<file path="src/rtl/vreg_stream_ctrl.sv">
// Purpose: moves one 16 x 16-bit vector between word-addressed memory and a vector register through a 16-entry buffer.
// Latency: Start edge to Done = 33 cycles (load) / 16+RD_LAT+17 cycles (store) with MemAck held high.
// Backpressure: MemAck low holds the memory request and stretches only MEM_RD/MEM_WR; register bursts never pause.
//
// Ports:
//   Clk, Rst_n                      clock, asynchronous active-low reset
//   Start, Op, VAddr, MemBase       request pulse, 0=load/1=store, register select, base word address
//   Stride                          element stride (only when VLS_STRIDE_EN is defined; otherwise stride is 1)
//   Busy, Done                      operation in progress, one-cycle completion pulse
//   MemReq/MemWe/MemAddr/MemWData   memory request channel; MemAck/MemRData completion and read data
//   RegAddr/RegWR_s/RegRD_s         register file serial port strobes and select
//   RegDataOut_s, RegDataIn_s       serial element to / from the register file
// Build option: VLS_STRIDE_EN adds the Stride input.
module vreg_stream_ctrl #(
  parameter int unsigned RD_LAT = 2
) (
  input  logic        Clk,
  input  logic        Rst_n,
  input  logic        Start,
  input  logic        Op,
  input  logic [2:0]  VAddr,
  input  logic [15:0] MemBase,
`ifdef VLS_STRIDE_EN
  input  logic [15:0] Stride,
`endif
  output logic        Busy,
  output logic        Done,
  output logic        MemReq,
  output logic        MemWe,
  output logic [15:0] MemAddr,
  output logic [15:0] MemWData,
  input  logic        MemAck,
  input  logic [15:0] MemRData,
  output logic [2:0]  RegAddr,
  output logic        RegWR_s,
  output logic        RegRD_s,
  output logic [15:0] RegDataOut_s,
  input  logic [15:0] RegDataIn_s
);

  typedef enum logic [2:0] {
    S_IDLE,
    S_MEM_RD,
    S_REG_WR,
    S_REG_RD,
    S_MEM_WR,
    S_DONE
  } state_t;

  // REG_RD cycle indices: element j arrives in the cycle ending RD_LAT edges after
  // the burst starts, i.e. REG_RD cycle j+RD_LAT-1; the state ends after cycle RD_LAT+15.
  localparam logic [4:0] CAP_FIRST = 5'(RD_LAT - 1);
  localparam logic [4:0] CAP_LAST  = 5'(RD_LAT + 14);
  localparam logic [4:0] RD_END    = 5'(RD_LAT + 15);

  state_t      state_q, state_d;
  logic [4:0]  cnt_q, cnt_d;
  logic [15:0] step;

  logic [15:0] vbuf [16];
  logic        buf_we;
  logic [3:0]  buf_wi;
  logic [15:0] buf_wd;
  logic [15:0] buf_rd;

  logic [15:0] addr_d;
  logic [15:0] wdata_d;
  logic [15:0] dout_d;
  logic [2:0]  vaddr_d;
  logic        busy_d, done_d, req_d, we_d, wr_d, rd_d;

`ifdef VLS_STRIDE_EN
  logic [15:0] stride_q, stride_d;
  assign step = stride_q;
`else
  assign step = 16'd1;
`endif

  // The buffer entry needed next cycle is selected by the next element index,
  // so the registered data outputs line up with their strobes.
  assign buf_rd = vbuf[cnt_d[3:0]];

  always_comb begin
    state_d = state_q;
    cnt_d   = cnt_q;
    addr_d  = MemAddr;
    vaddr_d = RegAddr;
    buf_we  = 1'b0;
    buf_wi  = cnt_q[3:0];
    buf_wd  = MemRData;
`ifdef VLS_STRIDE_EN
    stride_d = stride_q;
`endif

    case (state_q)
      S_IDLE: begin
        if (Start) begin
          vaddr_d = VAddr;
          addr_d  = MemBase;
          cnt_d   = 5'd0;
`ifdef VLS_STRIDE_EN
          stride_d = Stride;
`endif
          state_d = Op ? S_REG_RD : S_MEM_RD;
        end
      end

      S_MEM_RD: begin
        if (MemAck) begin
          buf_we = 1'b1;
          buf_wd = MemRData;
          addr_d = MemAddr + step;
          if (cnt_q == 5'd15) begin
            cnt_d   = 5'd0;
            state_d = S_REG_WR;
          end else begin
            cnt_d = cnt_q + 5'd1;
          end
        end
      end

      S_REG_WR: begin
        if (cnt_q == 5'd15) begin
          cnt_d   = 5'd0;
          state_d = S_DONE;
        end else begin
          cnt_d = cnt_q + 5'd1;
        end
      end

      S_REG_RD: begin
        if (cnt_q >= CAP_FIRST && cnt_q <= CAP_LAST) begin
          buf_we = 1'b1;
          buf_wi = 4'(cnt_q - CAP_FIRST);
          buf_wd = RegDataIn_s;
        end
        if (cnt_q == RD_END) begin
          cnt_d   = 5'd0;
          state_d = S_MEM_WR;
        end else begin
          cnt_d = cnt_q + 5'd1;
        end
      end

      S_MEM_WR: begin
        if (MemAck) begin
          addr_d = MemAddr + step;
          if (cnt_q == 5'd15) begin
            cnt_d   = 5'd0;
            state_d = S_DONE;
          end else begin
            cnt_d = cnt_q + 5'd1;
          end
        end
      end

      S_DONE: begin
        state_d = S_IDLE;
      end

      default: begin
        state_d = S_IDLE;
      end
    endcase

    // Outputs are registered copies of what the next state implies.
    busy_d  = (state_d == S_MEM_RD) || (state_d == S_REG_WR) ||
              (state_d == S_REG_RD) || (state_d == S_MEM_WR);
    done_d  = (state_d == S_DONE);
    req_d   = (state_d == S_MEM_RD) || (state_d == S_MEM_WR);
    we_d    = (state_d == S_MEM_WR);
    wr_d    = (state_d == S_REG_WR);
    rd_d    = (state_d == S_REG_RD) && (cnt_d < 5'd16);
    wdata_d = (state_d == S_MEM_WR) ? buf_rd : MemWData;
    dout_d  = (state_d == S_REG_WR) ? buf_rd : RegDataOut_s;
  end

  always_ff @(posedge Clk or negedge Rst_n) begin
    if (!Rst_n) begin
      state_q      <= S_IDLE;
      cnt_q        <= 5'd0;
      Busy         <= 1'b0;
      Done         <= 1'b0;
      MemReq       <= 1'b0;
      MemWe        <= 1'b0;
      MemAddr      <= 16'd0;
      MemWData     <= 16'd0;
      RegAddr      <= 3'd0;
      RegWR_s      <= 1'b0;
      RegRD_s      <= 1'b0;
      RegDataOut_s <= 16'd0;
`ifdef VLS_STRIDE_EN
      stride_q     <= 16'd1;
`endif
    end else begin
      state_q      <= state_d;
      cnt_q        <= cnt_d;
      Busy         <= busy_d;
      Done         <= done_d;
      MemReq       <= req_d;
      MemWe        <= we_d;
      MemAddr      <= addr_d;
      MemWData     <= wdata_d;
      RegAddr      <= vaddr_d;
      RegWR_s      <= wr_d;
      RegRD_s      <= rd_d;
      RegDataOut_s <= dout_d;
`ifdef VLS_STRIDE_EN
      stride_q     <= stride_d;
`endif
    end
  end

  // Element buffer is pure storage: every entry is written before it is read
  // within an operation, so it carries no reset.
  always_ff @(posedge Clk) begin
    if (buf_we) begin
      vbuf[buf_wi] <= buf_wd;
    end
  end

endmodule

</file>
<file path="config.mk">
export PLATFORM = sky130hd
export DESIGN_NAME = vreg_stream_ctrl
export DESIGN_NICKNAME = d
export VERILOG_FILES = /design/src/rtl/vreg_stream_ctrl.sv
export SDC_FILE = /design/constraint.sdc
export NUM_CORES = 1
export LEC_CHECK = 0
export ABC_AREA = 0
export CORE_ASPECT_RATIO = 1.2
export CORE_MARGIN = 1.5
export CORE_UTILIZATION = 54
export CTS_BUF_LIST = sky130_fd_sc_hd__clkbuf_4
export CTS_CLUSTER_DIAMETER = 150
export CTS_CLUSTER_SIZE = 8
export DETAILED_ROUTE_END_ITERATION = 7
export PLACE_DENSITY = 0.78
export SLEW_MARGIN = 25
export SYNTH_ARGS = -nofsm -noshare
export SYNTH_HDL_FRONTEND = slang
export SYNTH_SLANG_ARGS = --single-unit
</file>
<file path="constraint.sdc">
create_clock -name Clk -period 3.1 [get_ports Clk]
set_clock_uncertainty 0.15 [all_clocks]
set_input_delay 0.31 -clock Clk [delete_from_list [all_inputs] [get_ports Clk]]
set_output_delay 0.31 -clock Clk [all_outputs]
set_load 0.01 [all_outputs]
</file>
# After elaboration in Yosys (flattened, before gate mapping)
# Memories as Yosys holds them, arrays and structs flattened.
# Cells that the tools add are included.
# Widths: inputs -> output; s select.
[classes] n_reduce_logical=11 magnitude_cmp=3 n_addsub=3 n_mux=25 eq_ne=13
[op_table] cell="$mux 16" n=4
[op_table] cell="$pmux 16 s2" n=1
[op_table] cell="$mux 5" n=4
[op_table] cell="$pmux 5 s4" n=1
[op_table] cell="$mux 3" n=6
[op_table] cell="$add 16x1->16 const B" n=1
[op_table] cell="$pmux 3 s5" n=1
[op_table] cell="$eq 3x2->1 const B" n=4
[op_table] cell="$eq 3x3->1 const B" n=3
[op_table] cell="$mux 4" n=2
[op_table] cell="$eq 3x1->1 const B" n=2
[op_table] cell="$add 5x1->5 const B" n=1
[op_table] cell="$eq 5x4->1 const B" n=1
[op_table] cell="$eq 5x5->1 const B" n=1
[op_table] cell="$ge 5x1->1 const B" n=1
[op_table] cell="$le 5x5->1 const B" n=1
[op_table] cell="$lt 5x5->1 const B" n=1
[op_table] cell="$logic_or 1x1->1" n=4
[op_table] cell="$mux 1" n=4
[op_table] cell="$sub 4x1->4 const B" n=1
[op_table] cell="$logic_not 3->1" n=1
[op_table] cell="$reduce_and 3->1" n=1
[op_table] cell="$logic_and 1x1->1" n=2
[op_table] cell="$mux 2" n=1
[op_table] cell="other kinds (6)" n=6
[word_totals] output_inout_bits=57 elab_cells=68 reg_bits=65 in_bits=56 ramBits=256 n_memories=1
[mem_list] memory="vbuf" words=16 word_bits=16 rd=1 rd_clocked_by_memory_dff=0 wr=1 line_no="60" rtl="logic [15:0] vbuf [16];"

# Depth between registers and ports, before layout
[logic_depth] depth_word=8 ltp_mapped=17

# Worst setup path after synthesis
# OpenSTA, ideal clock, no wires.
[synth_path] path_kind="register -> register" start="register cnt_q[2]" end="register MemWData[14]" n_path_buf=3 slack_ns=-0.309 stages_incl_launch_ff=15 arrival_ns=3.133 required_ns=2.824 cell_sequence="dfrtp_1 buf_1 nand3_1 inv_1 ha_1 buf_2 inv_1 a32o_1 o22a_1 nor2_2 buf_4 mux4_2 and2_0 o31a_1 a2bb2oi_1"
[synth_between] elab_chain_len=5 word_cells_on_any_way=16 cone_classes="add/sub: 1; eq/ne: 3; mux: 11; memory: 1"
[synth_rtl] element="from (decl)" line_no="57" rtl="logic [4:0] cnt_q, cnt_d;"
[synth_rtl] element="from (signal assigned)" line_no="197" rtl="cnt_q <= cnt_d;"
[synth_rtl] element="$add 5x1->5 / $eq 5x4->1 (equally long branches)"
[synth_rtl] element="$mux 5, or another cell as far along" line_no="113, 123, 148"
[synth_rtl] element="$mux 5, or another cell as far along" line_no="146" rtl="if (MemAck) begin"
[synth_rtl] element="$pmux 5 s4 / $pmux 3 s5 (equally long branches)" line_no="95" rtl="case (state_q)"
[synth_rtl] element="$mem_v2 16x16 / $eq 3x3->1 (equally long branches)"
[synth_rtl] element="to (signal assigned)" line_no="203" rtl="MemWData <= wdata_d;"
[synth_rtl] element="to (decl)" line_no="31" rtl="output logic [15:0] MemWData,"
# Several ways; a longest one is shown, not always the timed one.
# A chain may end at the register's enable or synchronous reset.

# Final worst setup path
[layout_path] start="register cnt_q[0]" end="register RegDataOut_s[9]"
[layout_between] elab_chain_len=5 word_cells_on_any_way=16 cone_classes="add/sub: 1; eq/ne: 3; mux: 11; memory: 1"
[layout_rtl] element="$add 5x1->5 / $eq 5x4->1 (equally long branches)"
[layout_rtl] element="$mux 5, or another cell as far along" line_no="113, 123, 148"
[layout_rtl] element="$mux 5, or another cell as far along" line_no="146"
[layout_rtl] element="$pmux 5 s4 / $pmux 3 s5 (equally long branches)" line_no="95"
[layout_rtl] element="$mem_v2 16x16 / $eq 3x2->1 (equally long branches)"
[layout_rtl] element="to (signal assigned)" line_no="207" rtl="RegDataOut_s <= dout_d;"
[layout_rtl] element="to (decl)" line_no="37" rtl="output logic [15:0] RegDataOut_s,"
# Several ways; a longest one is shown, not always the timed one.

==> impl_metrics.json <==
{
  "status": "finished, violations left",
  "violations": "negative setup slack",
  "io_pins": 113,
  "route.detailed.drc": 0,
  "max_freq_mhz": 308.5,
  "layout_common_cells": "edfxtp_1 (256), clkdlybuf4s50_1 (111), nand3_1 (106)",
  "grt_pass1_wl_um": 52300,
  "critPathLaunch": "cnt_q[0]",
  "synth-seq-area-share": 0.6665,
  "grt_pass1_vias": 10020,
  "synth_edf_count": 256,
  "mappedNetlistNets": 1159,
  "syn_area_per_cell_um2": 12.74,
  "crit_required_ns": 3.55,
  "final_common_cell": "edfxtp_1",
  "viasPerCell": 6.204,
  "fin_nets": 1392,
  "setup_slack_ns": -0.1416,
  "gp_congestion": 0.8855,
  "ys_async_sr_fraction": 0.2025,
  "die_w_um": 149.8,
  "synth_cell_types": 62,
  "grt_max_degree": 66,
  "crit_cells": 14,
  "layout-drive-gt1-share": 0.2457,
  "num-fill-cells": 1695,
  "crit_type": "flip-flop to flip-flop",
  "path_buf_inv": 3,
  "max_slew_margin": 0.4278,
  "cp_top_family": "compound AO/OA/AOI/OAI gates",
  "slew_viol_final": 0,
  "fin_area_um2": 17590,
  "start_kind": "flip-flop",
  "reg2regPathDepth": 14,
  "cp.arrival_ns": 3.69,
  "ant_nets": 0,
  "power.total_uw": 17840,
  "finalSetupViolations": 32,
  "yosys.area.top_type": "edfxtp_1",
  "antenna_found_initial": 1,
  "finalSetupTns_ns": -2.377,
  "cts_sinks": 321,
  "synth_cells": 1097,
  "synth_top_area_frac": 0.5501,
  "area_delta_synth_final_pct": 25.88,
  "h-tree-depth": 2,
  "hpwl_um": 21820,
  "cp-endpoint": "RegDataOut_s[9]",
  "synth-seq-cells": 321,
  "synth_flop_cell": "edfxtp_1",
  "hold_class": "input pin to flip-flop",
  "overflow": 0,
  "cp_max_fo": 10,
  "hold_viol": 0,
  "p_leak_uw": 0.006419,
  "worst-r2r-setup-slack_ns": -0.14,
  "r2r-end": "RegDataOut_s[9]",
  "grt_use_total": 0.2541,
  "r2r-start": "cnt_q[0]",
  "syn_area_um2": 13970,
  "cts_buffers": 46,
  "io_buffers": 112,
  "die_area_um2": 26850,
  "synthTopCellsByArea": "edfxtp_1 (55%), dfrtp_1 (12%), mux4_2 (4.4%), nand3_1 (3.8%), a21oi_1 (3.6%)",
  "powerDensity_nw_per_um2": 1014,
  "cpMostUsedCell": "nand2_2",
  "hold_slack_ns": 0.05634,
  "cts_tree": "built",
  "rows": 64,
  "rsz0062_at_grt": "true",
  "vdd_drop_max_v": 0.0005629,
  "drtIter0Drc": 1245,
  "path_cells": "ha_2 -> nand3_2 -> inv_2 -> ha_4 -> buf_4 -> or3b_4 -> o22a_1 -> a211o_1 -> nand2_2 -> nand2_2 -> buf_6 -> o211ai_1 -> o31a_1 -> a2bb2oi_1",
  "max_stage_delay_ns": 0.40,
  "place_area_um2": 16320,
  "vias": 10410,
  "first_pass_iters": 6,
  "max_slew.worst_pin.slew_ns": 0.8583,
  "end_kind": "flip-flop",
  "synth_warnings": 0,
  "pre_cts_ws_ns": -0.1822,
  "clock-root-buffer": "clkbuf_4",
  "start_util": 0.5487,
  "wl_per_cell_um": 22.11,
  "die_h_um": 179.2,
  "insertion_delay_ns": 0.69,
  "maxCapViolCount": 0,
  "fin_crit_ns": 3.242,
  "slowest_stage": "dfrtp_1",
  "core_um2": 25460,
  "finalCritPeriodShare": 1.046,
  "routed_wl_um": 37110,
  "clock_path_buffers": 3,
  "clk_pin_slew_ns": 0.09
}
-- synthesized netlist by cell type (all sizes together), types with 2 or more instances --
| cell type | count |
|---|---|
| edfxtp | 256 |
| nand3 | 107 |
| nand2 | 103 |
| a21oi | 101 |
| o21ai | 77 |
| nor2 | 72 |
| dfrtp | 65 |
| clkbuf | 41 |
| buf | 33 |
| and3 | 28 |
| mux4 | 27 |
| or3 | 22 |
| a211oi | 21 |
| inv | 15 |
| mux2i | 13 |
| a2bb2oi | 10 |
| a31oi | 9 |
| nand2b | 8 |
| nor3 | 8 |
| and2 | 6 |
| ha | 6 |
| o211ai | 6 |
| o22ai | 6 |
| o31a | 6 |
| a311oi | 5 |
| mux2 | 5 |
| nand3b | 3 |
| nand4bb | 3 |
| nor2b | 3 |
| o22a | 3 |
| a21boi | 2 |
| a21o | 2 |
| a22o | 2 |
| a32oi | 2 |
| nand4 | 2 |
| nand4b | 2 |
| o21a | 2 |
| or3b | 2 |
-- power breakdown --
group          internal (µW)  switching [µW]
Combinational           3960            5040
Clock                    911            1370
Sequential              6130             438
Total                  11000            6850
-- metrics by stage --
| step | std cells | utilization |
|---|---|---|
| global route | 1678 | 0.6907 |
| global placement | 1583 | 0.6409 |
| detailed placement | 1583 | 0.6409 |
| CTS | 1659 | 0.6670 |
| floorplan | 1097 | - |
| finish | 1678 | 0.6907 |
-- worst min path at each step --
stage,cells after the start,startpoint,endpoint
finish,3,MemBase[0],MemAddr[0]
floorplan,0,Rst_n,Busy
global route,3,MemBase[0],MemAddr[0]
detailed placement,1,RegAddr[1],RegAddr[1]
CTS,3,MemBase[1],MemAddr[1]
global placement,1,RegAddr[1],RegAddr[1]
-- metal layers --
layer | GRT usage | share of wire | wire length [µm]
met2 | 0.4364 | 0.50 | 18440
met1 | 0.3191 | 0.36 | 13490
met5 | 0 | 0 | 0
met3 | 0.04198 | 0.092 | 3422
met4 | 0.1074 | 0.047 | 1754
-- registers in the layout, indices dropped and copies added, names as in the netlist, 3 cells and up --
name,flops
cnt_q,5
state_q,3
vbuf,256
RegAddr,3
RegDataOut_s,16
MemAddr,16
MemWData,16
-- worst reg2reg max path, delay by kind of cell, from the launching register on --
kind / cells / cell delay [ns]
buf+inv: 3 / 0.41
simple gates: 4 / 0.71
compound gates: 5 / 1.14
fa+ha+maj: 2 / 0.35
flops: 1 / 0.40
-- area by class of cell --
cell class                 instances  area [µm²]  share of cell area
timing repair buffer             258        2668              0.1517
tap                              330       412.9             0.02347
inverter                          16       90.09            0.005122
clock inverter                     3       20.02            0.001138
sequential                       321        9316              0.5297
antenna                            1       2.502           0.0001423
clock buffer                      62       465.4             0.02646
multi-input combinational        686        4606              0.2618
timing repair inverter             1       8.758           0.0004979
-- cell families (layout without fill, tap and decap cells) --
kind of cell	after synthesis	count (layout)	share of synthesized area
simple gates	373	373	0.1292
other cells	0	1	0
flops	321	321	0.6665
buf+inv	90	340	0.02865
fa+ha+maj	6	6	0.005372
mux	45	45	0.05686
compound gates	262	262	0.1134
-- repair_timing --
item / CTS / global route
cloned: 1 / 9
endpoints found under the hold margin: 65 / 0
setup buffers: 9 / 10
pin swaps: 4 / 21
endpoints found under the setup margin: 56 / 288
hold buffers: 1 / 0
gates resized for setup: 20 / 85
Note: power is estimated with default switching activity, not from simulation.
